`config.mk`:
```
export PLATFORM = sky130hd
export DESIGN_NAME = apb_uart_stream_master
export DESIGN_NICKNAME = d
export VERILOG_FILES = /design/src/rtl/apb_uart_stream_master_pkg.sv /design/src/rtl/apb_uart_stream_master.sv
export SDC_FILE = /design/constraint.sdc
export NUM_CORES = 1
export LEC_CHECK = 0
export ABC_CLOCK_PERIOD_IN_PS = 2450
export BUFFER_PORTS_ARGS = -buffer_cell sky130_fd_sc_hd__buf_2
export CAP_MARGIN = 20
export CORE_ASPECT_RATIO = 1.5
export CORE_UTILIZATION = 43
export CTS_CLUSTER_DIAMETER = 60
export DETAILED_ROUTE_END_ITERATION = 12
export PLACE_DENSITY = 0.93
export SYNTH_ARGS = -nofsm -noshare
export SYNTH_HDL_FRONTEND = slang
export SYNTH_SLANG_ARGS = --single-unit
```
`constraint.sdc`:
```
create_clock -name clk -period 2.45 [get_ports clk]
set_input_delay 0.245 -clock clk [delete_from_list [all_inputs] [get_ports clk]]
set_output_delay 0.245 -clock clk [all_outputs]
set_load 0.03 [all_outputs]
```
`src/rtl/apb_uart_stream_master_pkg.sv`:
```
// Shared definitions for the UART stream master: register offsets, field positions,
// sequencer states and APB request/response bundles.
package apb_uart_stream_master_pkg;

    localparam logic [2:0] UART_OFS_STATUS = 3'd0;
    localparam logic [2:0] UART_OFS_DATA   = 3'd3;

    localparam int TX_BUSY_BIT     = 8;
    localparam int RX_EMPTY_BIT    = 31;
    localparam int RX_PARITY_BIT   = 30;
    localparam int RX_FRAMING_BIT  = 29;
    localparam int RX_OVERFLOW_BIT = 28;

    typedef enum logic [2:0] {
        IDLE,
        ST_SETUP,
        ST_ACCESS,
        WR_SETUP,
        WR_ACCESS,
        RD_SETUP,
        RD_ACCESS
    } uart_state_e;

    typedef struct packed {
        logic [31:0] paddr;
        logic        psel;
        logic        penable;
        logic        pwrite;
        logic [31:0] pwdata;
    } apb_req_t;

    typedef struct packed {
        logic [31:0] prdata;
        logic        pready;
        logic        perr;
    } apb_rsp_t;

    function automatic logic [31:0] uart_addr(input logic [31:0] base, input logic [2:0] ofs);
        return base + {29'd0, ofs};
    endfunction

endpackage

```
`src/rtl/apb_uart_stream_master.sv`:
```
// APB master that turns a TX byte stream and an RX byte stream into status/data
// register accesses on the minimal UART target.
module apb_uart_stream_master
    import apb_uart_stream_master_pkg::*;
#(
    parameter logic [31:0] BASE_ADDR = 32'h0,
    parameter int unsigned POLL_GAP  = 4
) (
    input  logic        clk,
    input  logic        reset_n,
    input  logic        tx_valid,
    input  logic [7:0]  tx_data,
    output logic        tx_ready,
    output logic        rx_valid,
    output logic [7:0]  rx_data,
    output logic [2:0]  rx_errors,
    input  logic        rx_ready,
    output logic        apb_error,
    output logic [31:0] apb_request__paddr,
    output logic        apb_request__psel,
    output logic        apb_request__penable,
    output logic        apb_request__pwrite,
    output logic [31:0] apb_request__pwdata,
    input  logic [31:0] apb_response__prdata,
    input  logic        apb_response__pready,
    input  logic        apb_response__perr
);

    localparam logic [7:0] GAP_LOAD = 8'(POLL_GAP);

    apb_req_t    req;
    apb_rsp_t    rsp;
    uart_state_e state_q, state_d;

    logic       last_grant_q, last_grant_d;
    logic       tx_hold_v_q, tx_hold_v_d;
    logic [7:0] tx_hold_q, tx_hold_d;
    logic       rx_valid_q, rx_valid_d;
    logic [7:0] rx_data_q, rx_data_d;
    logic [2:0] rx_errors_q, rx_errors_d;
    logic       apb_error_q, apb_error_d;
    logic [7:0] gap_q, gap_d;

    logic tx_pending, rx_due, grant_tx, grant_rx, in_access;
    logic unused_prdata_bits;

    assign rsp.prdata = apb_response__prdata;
    assign rsp.pready = apb_response__pready;
    assign rsp.perr   = apb_response__perr;
    assign unused_prdata_bits = ^rsp.prdata[27:9];

    assign tx_pending = tx_hold_v_q;
    assign rx_due     = !rx_valid_q && (gap_q == 8'd0);
    // last_grant_q flips on every grant; when both sides contend, it picks RX when set.
    assign grant_tx   = tx_pending && (!rx_due || !last_grant_q);
    assign grant_rx   = rx_due && (!tx_pending || last_grant_q);
    assign in_access  = (state_q == ST_ACCESS) || (state_q == WR_ACCESS) || (state_q == RD_ACCESS);

    always_ff @(posedge clk or negedge reset_n) begin
        if (!reset_n) begin
            state_q <= IDLE;
        end else begin
            state_q <= state_d;
        end
    end

    always_comb begin
        state_d      = state_q;
        last_grant_d = last_grant_q;
        case (state_q)
            IDLE: begin
                if (grant_tx) begin
                    state_d      = ST_SETUP;
                    last_grant_d = !last_grant_q;
                end else if (grant_rx) begin
                    state_d      = RD_SETUP;
                    last_grant_d = !last_grant_q;
                end
            end
            ST_SETUP:  state_d = ST_ACCESS;
            ST_ACCESS: begin
                // A busy transmitter or an error sends us back to arbitration; the byte stays held.
                if (rsp.pready) begin
                    state_d = (!rsp.perr && !rsp.prdata[TX_BUSY_BIT]) ? WR_SETUP : IDLE;
                end
            end
            WR_SETUP:  state_d = WR_ACCESS;
            WR_ACCESS: if (rsp.pready) state_d = IDLE;
            RD_SETUP:  state_d = RD_ACCESS;
            RD_ACCESS: if (rsp.pready) state_d = IDLE;
            default:   state_d = IDLE;
        endcase
    end

    always_comb begin
        req = '0;
        case (state_q)
            ST_SETUP, ST_ACCESS: begin
                req.psel    = 1'b1;
                req.penable = (state_q == ST_ACCESS);
                req.paddr   = uart_addr(BASE_ADDR, UART_OFS_STATUS);
            end
            WR_SETUP, WR_ACCESS: begin
                req.psel    = 1'b1;
                req.penable = (state_q == WR_ACCESS);
                req.pwrite  = 1'b1;
                req.paddr   = uart_addr(BASE_ADDR, UART_OFS_DATA);
                req.pwdata  = {24'h0, tx_hold_q};
            end
            RD_SETUP, RD_ACCESS: begin
                req.psel    = 1'b1;
                req.penable = (state_q == RD_ACCESS);
                req.paddr   = uart_addr(BASE_ADDR, UART_OFS_DATA);
            end
            default: req = '0;
        endcase
    end

    always_comb begin
        tx_hold_d   = tx_hold_q;
        tx_hold_v_d = tx_hold_v_q;
        rx_valid_d  = rx_valid_q;
        rx_data_d   = rx_data_q;
        rx_errors_d = rx_errors_q;
        apb_error_d = apb_error_q;
        gap_d       = (gap_q == 8'd0) ? 8'd0 : gap_q - 8'd1;

        if (tx_valid && !tx_hold_v_q) begin
            tx_hold_d   = tx_data;
            tx_hold_v_d = 1'b1;
        end
        if (state_q == WR_ACCESS && rsp.pready && !rsp.perr) begin
            tx_hold_v_d = 1'b0;
        end

        if (rx_valid_q && rx_ready) begin
            rx_valid_d = 1'b0;
        end
        if (state_q == RD_ACCESS && rsp.pready) begin
            if (rsp.perr || rsp.prdata[RX_EMPTY_BIT]) begin
                gap_d = GAP_LOAD;
            end else begin
                rx_valid_d  = 1'b1;
                rx_data_d   = rsp.prdata[7:0];
                rx_errors_d = {rsp.prdata[RX_PARITY_BIT], rsp.prdata[RX_FRAMING_BIT],
                               rsp.prdata[RX_OVERFLOW_BIT]};
            end
        end

        if (in_access && rsp.pready && rsp.perr) begin
            apb_error_d = 1'b1;
        end
    end

    always_ff @(posedge clk or negedge reset_n) begin
        if (!reset_n) begin
            last_grant_q <= 1'b0;
            tx_hold_q    <= 8'h0;
            tx_hold_v_q  <= 1'b0;
            rx_valid_q   <= 1'b0;
            rx_data_q    <= 8'h0;
            rx_errors_q  <= 3'b0;
            apb_error_q  <= 1'b0;
            gap_q        <= 8'd0;
        end else begin
            last_grant_q <= last_grant_d;
            tx_hold_q    <= tx_hold_d;
            tx_hold_v_q  <= tx_hold_v_d;
            rx_valid_q   <= rx_valid_d;
            rx_data_q    <= rx_data_d;
            rx_errors_q  <= rx_errors_d;
            apb_error_q  <= apb_error_d;
            gap_q        <= gap_d;
        end
    end

    assign tx_ready             = !tx_hold_v_q;
    assign rx_valid             = rx_valid_q;
    assign rx_data              = rx_data_q;
    assign rx_errors            = rx_errors_q;
    assign apb_error            = apb_error_q;
    assign apb_request__paddr   = req.paddr;
    assign apb_request__psel    = req.psel;
    assign apb_request__penable = req.penable;
    assign apb_request__pwrite  = req.pwrite;
    assign apb_request__pwdata  = req.pwdata;

endmodule

```
Yosys cells after proc, flatten, opt, wreduce, memory -nomap -nowiden
Cells that the tools add are included.

Input bits: 46. Output and inout port bits: 81. Register bits: 34. Memories kept: 0. Word-level logic and storage cells: 71. Bits in writable memories: 0. Latch bits: 0. Bits in read-only memories: 0.

Reduce and logical (&&, ||, !) cells: 33. Order comparisons: 0. Bitwise logic cells: 1. Multiply operators: 0. Divide/modulo/power cells: 0. Shift-type cells: 0. Add/sub/neg operators: 1. Equality and inequality tests: 9. Multiplexer cells: 18.

Operator list (count): 33-bit 2-to-1 mux (1); 8-bit 2-to-1 mux (3); 3-bit case mux with 6 select lines (1); 3-bit 2-to-1 mux (4); 4-bit case mux with 3 select lines (1); 1-bit logical AND (11); 3-bit equality test (second input constant) (3); 8-bit zero test (1); 2-bit OR reduction (4); 8-bit by 1-bit subtractor with 8-bit output (second input constant) (1); 1-bit 2-to-1 mux (7); 3-bit by 2-bit equality test with 1-bit output (second input constant) (2); 1-bit zero test (6); 1-bit logical OR (5); 2-bit AND reduction (2); 2-bit nonzero test (2); 3-bit by 1-bit equality test with 1-bit output (second input constant) (1); 3-bit zero test (1); 3-bit != test (second input constant) (1); 3-bit AND reduction (1); 2-bit 2-to-1 mux (1); 2-bit by 1-bit != test with 1-bit output (second input constant) (1); 2-bit != test (second input constant) (1); 1-bit inverter (1).

Depth between registers and ports, before layout
Word-level depth: 7. Depth in mapped cells: 6. Depth with buffers taken out: 6.

Worst setup path after synthesis
OpenSTA, ideal clock, no wires.

Kind: reg2out. From: reg state_q[1]. To: out apb_request__pwdata[0]. Path buffers: 1. Required time: 2.205 ns. Cell stages (with the launch flop): 5. Path slack: 0.404 ns. Data arrival time: 1.801 ns. Cell sequence: dfrtp_1 > clkbuf_1 > nand2_1 > o22ai_1 > and2_1.

Longest elaborated chain between the ends: 3.

RTL lines: start, declared (RTL line apb_uart_stream_master.sv:33) `uart_state_e state_q, state_d;`; start signal, assigned (RTL line apb_uart_stream_master.sv:63) `state_q <= state_d;`; 3-bit equality test / 3-bit by 2-bit equality test with 1-bit output (equally long branches) (RTL line apb_uart_stream_master.sv:97) `case (state_q)`; 2-bit OR reduction * (RTL line apb_uart_stream_master.sv:97); 33-bit 2-to-1 mux * (RTL line apb_uart_stream_master.sv:97); end, declared (RTL line apb_uart_stream_master.sv:23) `output logic [31:0] apb_request__pwdata,`.

Every way passes the cells marked *; elsewhere a longest branch is shown, timed or not.

Worst setup path after layout
From: reg state_q[1]. To: out apb_request__pwdata[7].

The elaborated chain is that of the path after synthesis.

==> flow_metrics.tcl <==
set metrics [dict create \
    slew_headroom_pct 49.2 \
    worstPathMaxFanout 13 \
    syn_inst 193 \
    grt_max_degree 35 \
    die_area_um2 4930 \
    num_vias 1379 \
    ys_seq_area_share_pct 42.6 \
    io_buffer_count 53 \
    cp_data_required_time_ns 2.20 \
    cts_buffers 5 \
    fin_skew_ns 0.00590 \
    antenna_found_initial 0 \
    syn_area_um2 2000 \
    muxShareOfSynthArea_pct 10.7 \
    avgRoutedWirePerCell_um 11.7 \
    ctsHoldBuffers 0 \
    dieWidth_um 57.7 \
    root_buffer "clkbuf_8" \
    postLayoutCoreUtil_pct 49.1 \
    finalCritPeriodShare_pct 88.8 \
    firstDrtPassIters 12 \
    dp.cells 288 \
    gp_congestion 0.760 \
    initial_core_util_pct 44.4 \
    whs_ns 0.0265 \
    drt.antenna.violating_nets 0 \
    antenna_cells 0 \
    synth_warnings 0 \
    first_iter_violations 37 \
    cts_tree "done" \
    fin_cells 296 \
    path_clk_slew_ns 0.07 \
    grt_overflow 0 \
    finalHoldViolations 0 \
    final.setup.tns_ns 0 \
    h-tree-depth 2 \
    worstSetupEndpointType "output port" \
    fp.dieH_um 85.5 \
    start_kind "flop" \
    dp_hpwl_um 2630 \
    irDropWorstVdd_mv 0.664 \
    clock_path_buffers 2 \
    area_growth_pct 10.7 \
    grt_pass1_wl_um 5640 \
    n_fill_cell 421 \
    clock_sinks 34 \
    vias_per_cell 4.66 \
    cap_violations 0 \
    wl_um 3460 \
    clock_latency_ns 0.28 \
    hold_path.class "input pin to async pin" \
    synthAdderAreaFrac_pct 1.25 \
    p_per_area_nw_per_um2 1220 \
    tightest_slew_ns 0.762 \
    synth_top_family_by_area "buffers and inverters" \
    violations "DRC" \
    avgSynthCellArea_um2 10.4 \
    synth_seq_cells 34 \
    setup_viol 0 \
    grt_usage_pct 14.9 \
    final_nets 295 \
    synth_xor_area_share_pct 3.00 \
    period_needed_ns 2.17 \
    run_status "complete, but fails checks" \
    synthSimpleGateAreaFrac_pct 12.7 \
    fmax_mhz 460 \
    rsz0062_at_grt "no" \
    ioPinCount 127 \
    p_leak_nw 1.18 \
    coreArea_um2 4500 \
    cts_setup_buffers 0 \
    finalMaxSlewViolations 0 \
    crit_type "flop to output port" \
    cp.arrival_ns 1.93 \
    cts_resized 0 \
    first_global_vias 1344 \
    final_layout_size_suffix_gt1_share_pct 34.7 \
    std_cell_rows 30 \
    synth_compound_area_share_pct 6.70 \
    ys_types 40 \
    drc 6 \
]
## final timing paths
kind	from	endpoint	slack (ns)	cells after the start
max	state_q[1]	apb_request__pwdata[7]	0.28	4
min	reset_n	tx_hold_q[7]	0.03	1
max reg2reg	gap_q[5]	last_grant_q	0.64	4
min reg2reg	apb_error	apb_error	0.45	1
max in group asynchronous	reset_n	tx_hold_q[4]	1.93	1
min in group clk	rx_ready	rx_valid	0.15	2
## placed cells by master, fill, tap and decap left out, types with 2 or more instances in the layout
| cell | instances |
|---|---|
| xnor2_1 | 4 |
| ha_1 | 2 |
| and2_1 | 8 |
| inv_1 | 7 |
| nor3_1 | 3 |
| buf_2 | 53 |
| o31ai_1 | 2 |
| a21oi_1 | 2 |
| clkbuf_8 | 5 |
| mux2_2 | 19 |
| nand2b_1 | 4 |
| nor2_1 | 16 |
| nand2_1 | 3 |
| nor2b_1 | 2 |
| clkinvlp_4 | 2 |
| conb_1 | 54 |
| dfrtp_1 | 34 |
| o21ai_0 | 4 |
## worst max-delay path: stages (launching register included)
cell and delay [ns]:
dfrtp_1 0.51, nand2b_1 0.25, o22ai_1 0.48, and2_1 0.21, buf_2 0.20
## layout make-up
type / instances / area [um^2] / area share [%]
clock buffers: 5 / 68.8 / 3.11
repair buffers: 54 / 273 / 12.3
multi-input cells: 145 / 890 / 40.2
inverters: 7 / 26.3 / 1.19
clock inverters: 3 / 45.0 / 2.04
flip-flops and latches: 34 / 851 / 38.4
well taps: 48 / 60.1 / 2.71
## stage by stage
| step | setup slack (ns) | area [um^2] | power, mW |
|---|---|---|---|
| after floorplan | 0.404 | 2200 | 1.98 |
| after global placement | 0.661 | 2100 | 2.15 |
| after detailed placement | 0.592 | 2100 | 2.21 |
| after CTS | 0.277 | 2210 | 2.73 |
| after global routing | 0.125 | 2210 | 2.88 |
| final | 0.276 | 2210 | 2.71 |
## per-layer routing
layer  GRT usage [%]  up-vias  share of wire, %
li1                -      641                 -
met1            15.7      655                37
met2            25.6       76                54
met3            4.22        7               7.4
met4            9.74        0               1.8
met5               0        -                 0
## synth_stat cells (all sizes together)
library cell   n  area share, %
xor2           1           0.44
o21ai          4            1.0
nand4b         1           0.44
o32a           1           0.50
nand2          3           0.56
a31oi          1           0.31
and2           8            2.5
buf           56             21
nor3           3           0.75
a221oi         1           0.44
and3           1           0.31
nand2b         5            1.9
nor2b          2           0.63
o31ai          3            1.4
a21o           1           0.38
and4           1           0.44
o41a           1           0.56
nor4           1           0.31
o22ai          1           0.31
o21a           1           0.38
nand4          1           0.31
dfrtp         34             43
conb           1           0.19
nor2          16            3.0
o22a           1           0.44
xnor2          5            2.6
or3            1           0.31
a21oi          2           0.50
or4            2           0.94
o21ba          1           0.50
inv            7            1.3
nand3          1           0.25
ha             2            1.3
mux2          19             11
clkbuf         4           0.75
## power breakdown
| part | internal (mW) | switching [mW] |
|---|---|---|
| Clock | 0.302 | 0.211 |
| Sequential | 0.781 | 0.198 |
| Combinational | 0.448 | 0.768 |
| Total | 1.53 | 1.18 |
## registers in the layout, indices dropped and copies added, names as in the netlist
signal and cells:
tx_hold_v_q 1, rx_errors 3, rx_valid 1, last_grant_q 1, state_q 3, tx_hold_q 8, rx_data 8, apb_error 1
gap_q 8
## kinds of logic after synthesis
family	Yosys count
compound gates	18
xor+xnor	6
fa+ha+maj	2
buf+inv	67
flops	34
mux	19
other cells	1
simple gates	46
No activity file was read; power rests on OpenSTA's default activity.
